<file path="src/rtl/control_sequencer.sv">
// control_sequencer: timing and decode front end of the basic-computer control
// path. Holds the run flag S, the 3-bit sequence counter SC, the instruction
// register IR and the indirect flip-flop I. It produces the one-hot timing bus
// T0..T7, the opcode decode bus D0..D7 and the r/p strobes for the per-register
// control units.
module control_sequencer (
    input  logic        clk,
    input  logic        rst_n,
    input  logic        start,
    input  logic [15:0] mem_data,
    output logic [7:0]  dec_out1,
    output logic [7:0]  dec_out2,
    output logic        iff_data,
    output logic        r,
    output logic        p,
    output logic [11:0] ir_data,
    output logic        ir_load,
    output logic        sc_clr,
    output logic        running
);

    // Run flag S expressed as a two-state machine.
    typedef enum logic {
        HALTED  = 1'b0,
        RUNNING = 1'b1
    } runState_t;

    runState_t   runState_q, runState_d;
    logic [2:0]  seqCount_q, seqCount_d;
    logic [15:0] instr_q,    instr_d;
    logic        indirect_q, indirect_d;

    logic [7:0]  timingBus;
    logic [7:0]  opDecode;
    logic        isRunning;
    logic        regRef;
    logic        ioRef;
    logic        endOfInstr;
    logic        haltNow;

    // Timing bus, opcode decode and end-of-instruction logic, all derived
    // purely from registered state so that start and mem_data never reach
    // an output combinationally.
    always_comb begin
        isRunning  = (runState_q == RUNNING);
        timingBus  = isRunning ? (8'h01 << seqCount_q) : 8'h00;
        opDecode   = 8'h01 << instr_q[14:12];
        regRef     = opDecode[7] & ~indirect_q & timingBus[3];
        ioRef      = opDecode[7] &  indirect_q & timingBus[3];
        endOfInstr = isRunning &
                     (regRef | ioRef |
                      ((opDecode[0] | opDecode[1] | opDecode[2] | opDecode[5]) & timingBus[5]) |
                      ((opDecode[3] | opDecode[4]) & timingBus[4]) |
                      (opDecode[6] & timingBus[6]));
        haltNow    = regRef & instr_q[0];
    end

    // Next-state logic: start launches a halted machine at T0, the counter
    // steps or clears while running (clear wins), IR is captured at the end
    // of T1 and I at the end of T2; HLT drops the run flag on its T3 edge.
    always_comb begin
        runState_d = runState_q;
        seqCount_d = seqCount_q;
        instr_d    = instr_q;
        indirect_d = indirect_q;
        case (runState_q)
            HALTED: begin
                seqCount_d = 3'd0;
                if (start) begin
                    runState_d = RUNNING;
                end
            end
            RUNNING: begin
                if (endOfInstr) begin
                    seqCount_d = 3'd0;
                end else begin
                    seqCount_d = seqCount_q + 3'd1;
                end
                if (haltNow) begin
                    runState_d = HALTED;
                end
                if (timingBus[1]) begin
                    instr_d = mem_data;
                end
                if (timingBus[2]) begin
                    indirect_d = instr_q[15];
                end
            end
            default: begin
                runState_d = HALTED;
                seqCount_d = 3'd0;
            end
        endcase
    end

    // State registers; an asynchronous reset aborts any instruction in flight.
    always_ff @(posedge clk or negedge rst_n) begin
        if (!rst_n) begin
            runState_q <= HALTED;
            seqCount_q <= 3'd0;
            instr_q    <= 16'h0000;
            indirect_q <= 1'b0;
        end else begin
            runState_q <= runState_d;
            seqCount_q <= seqCount_d;
            instr_q    <= instr_d;
            indirect_q <= indirect_d;
        end
    end

    assign dec_out1 = timingBus;
    assign dec_out2 = opDecode;
    assign iff_data = indirect_q;
    assign r        = regRef;
    assign p        = ioRef;
    assign ir_data  = instr_q[11:0];
    assign ir_load  = timingBus[1];
    assign sc_clr   = endOfInstr;
    assign running  = isRunning;

endmodule

</file>
<file path="config.mk">
export PLATFORM = sky130hd
export DESIGN_NAME = control_sequencer
export DESIGN_NICKNAME = d
export VERILOG_FILES = /design/src/rtl/control_sequencer.sv
export SDC_FILE = /design/constraint.sdc
export NUM_CORES = 1
export LEC_CHECK = 0
export BUFFER_PORTS_ARGS = -buffer_cell sky130_fd_sc_hd__buf_2
export CAP_MARGIN = 20
export CORE_MARGIN = 4
export CORE_UTILIZATION = 25
export DETAILED_ROUTE_END_ITERATION = 10
export MAX_ROUTING_LAYER = met4
export SLEW_MARGIN = 25
export SYNTH_ARGS = -nofsm -noshare
export SYNTH_HDL_FRONTEND = slang
export SYNTH_SLANG_ARGS = --single-unit
</file>
<file path="constraint.sdc">
create_clock -name clk -period 2.5 [get_ports clk]
set_clock_uncertainty 0.15 [all_clocks]
set_input_delay 0.375 -clock clk [delete_from_list [all_inputs] [get_ports clk]]
set_output_delay 0.375 -clock clk [all_outputs]
set_load 0.02 [all_outputs]
</file>
==> flow_summary.yaml <==
die:
  initial_utilization_pct: 26.3
  top_level_ports: 53
  number_of_placement_rows: 24
  floorplan.die.width_um: 76.2
  die-area_um2: 5800
  die_h_um: 76.2
  core_region_area_um2: 4410
clock_tree:
  cts-root-to-sink-buffers: 2
  cts_made_buffers: 3
  tritoncts: "yes"
  tritoncts_sink_count: 21
  clock-root-buffer: "clkbuf_8"
  cts-htree-levels: 1
  path_clk_slew_ps: 70
  clock_latency_ps: 250
sta:
  timing_hold_violations_final: 0
  max_clock_freq_mhz: 422
  setup_repair_after_global_routing_missed_its_margin: "no"
  final_max_slew_viol_count: 0
  period_share_pct: 94.8
  timing_worst_slew_pin_value_ps: 487
  post-route-min-period_ps: 2370
  setup-violations-final: 0
  tns_ps: 0
  worst_slew_margin_rel_pct: 67.5
detailed_routing:
  detail_route.drc_violations: 0
  detailroute.via_count: 829
  detailedRoute.firstIterationViolations: 12
  drtAntennaViolNets: 0
  routed_via_density: 4.34
  wirelength_um: 2330
  route.detailed.wl_per_inst_um: 12.2
  detailedRoute.firstPassIterationCount: 3
synthesis:
  post-synth-top-area-cell: "dfrtp_1"
  syn_nets: 124
  synthesis.area_per_instance_um2: 11.7
  synthesis.instances: 99
  synth.top_cells.by_area: "dfrtp_1 (45%), mux2_2 (16%), buf_4 (10%)"
  synth-edff-count: 0
  yosysSeqAreaShare_pct: 45.3
  yosys.cell_count.top_type: "dfrtp_1"
  yosys_most_used_dff: "dfrtp_1"
  netlist_top_cells_count: "dfrtp_1 (21), mux2_2 (17), buf_4 (16), ha_1 (6), inv_1 (6)"
  yosys.cell_types.count: 24
  synthArstFlopShare_pct: 100
  synth_top_cell_area_share_pct: 45.3
  syn-cell-area_um2: 1160
  synth-warning-count: 0
  ys_seq_elements: 21
placement:
  place_inst: 186
  placement.io_buffers: 52
  place.gp.congestion: 0.799
  detailed_place_hpwl_um: 1880
global_routing:
  grt_pass1_wl_um: 4060
  first_global_vias: 848
  grt_start_max_net_pins: 22
  grtUsageTotal_pct: 8.62
  grt_antenna_before_repair: 0
  grt_overflow: 0
cells_and_area:
  layout.cells.non_filler: 191
  final_antenna_diode_count: 0
  fraction_of_layout_cells_with_a_size_suffix_above_1_pct: 54.0
  area_growth_syn_to_layout_pct: 20.8
  fillCellCount: 462
  layout.nets: 165
setup_path:
  critical_path.startpoint_type: "register"
  critPathRequiredTime_ps: 1980
  path_max_fanout: 4
  cp_data_arrival_time_ps: 1850
  setup.worst_path.class: "reg -> out"
  critPathCaptureType: "output port"
run:
  max_cap_viol_count: 0
power_and_ir_drop:
  ir_drop_v: 0.000393
  power.static_leakage_nw: 0.766
  pwr_density_cell_nw_per_um2: 1390
worst_hold_path:
  timing.hold.worst.class: "in -> reg"
run_status:
  status: "finished clean"
## path summary, 6_finish.rpt
| check | startpoint | to | slack [ps] | depth (start not counted) |
|---|---|---|---|---|
| setup / recovery | seqCount_q[0] | sc_clr | 130 | 6 |
| hold / removal | mem_data[9] | instr_q[9] | 200 | 2 |
| setup reg to reg | seqCount_q[1] | instr_q[12] | 750 | 5 |
| hold reg to reg | instr_q[0] | running | 320 | 1 |
| max in group asynchronous | rst_n | instr_q[8] | 1410 | 2 |
| min in group asynchronous | rst_n | running | 460 | 2 |
## area by class of cell
| type | instances | area, um2 | area share [%] |
|---|---|---|---|
| clock buffer | 4 | 45.0 | 3.21 |
| inverter | 6 | 22.5 | 1.61 |
| multi-input combinational | 54 | 467 | 33.3 |
| sequential | 21 | 526 | 37.5 |
| tap | 52 | 65.1 | 4.64 |
| timing repair buffer | 54 | 278 | 19.8 |
## state kept, by name, indices dropped and copies added (netlist names)
register	count
seqCount_q	3
running	1
instr_q	16
iff_data	1
## cell families after synthesis
logic type	synth area share (%)
AOI/OAI and AO/OA	1.83
buffers and inverters	14.5
DFF	45.3
and+or+nand+nor	14.5
muxes	17.3
adders and majority gates	6.47
## cells in the final DEF (no fill, tap or decap), types with 2 or more instances in the layout
cell type | Yosys | layout
mux2_2 | 17 | 17
and3b_1 | 2 | 2
nor4_1 | 3 | 3
clkbuf_8 | 0 | 3
ha_1 | 6 | 6
nand2_1 | 3 | 3
nor2_1 | 2 | 2
dfrtp_1 | 21 | 21
and3_1 | 5 | 5
nor3_1 | 2 | 2
nor3b_1 | 3 | 3
and2_1 | 2 | 2
inv_1 | 6 | 6
buf_2 | 0 | 52
## metrics by stage
step                      power [mW]  hold slack [ps]  cell area [um2]  utilization [%]  setup WS [ps]
final                           1.94              198             1400             31.8            129
after global routing            2.12              189             1400             31.8           29.5
after CTS                       1.99              185             1400             31.8            112
after detailed placement        1.76              226             1350             30.5            407
after global placement          1.75              223             1350             30.5            450
after floorplan                 1.61            -70.6             1160                -            401
## power breakdown
| part | internal (mW) | leakage [nW] | switching [mW] |
|---|---|---|---|
| clock | 0.113 | 0.0228 | 0.104 |
| sequential | 0.513 | 0.243 | 0.137 |
| combinational | 0.466 | 0.500 | 0.610 |
## layer usage
layer  vias to the layer above  wire [um]  global-route usage, %
met5                         -          0                      -
li1                        406          -                      -
met2                        34       1060                   12.8
met3                         2        195                   1.89
met1                       387       1040                   10.8
met4                         0         36                   4.72
## worst max-delay path, cell delays in order (launching register included)
cell and delay, ps:
dfrtp_1 380, inv_1 80, ha_1 200, and3_1 200
a22o_1 270, or3_1 300, buf_2 160
## timing repair
action	4_1_cts	5_1_grt
setup buffers	0	0
endpoints found under the hold margin	21	0
resized for setup	0	0
hold buffers	1	0
Note: power is estimated with default switching activity, not from simulation.
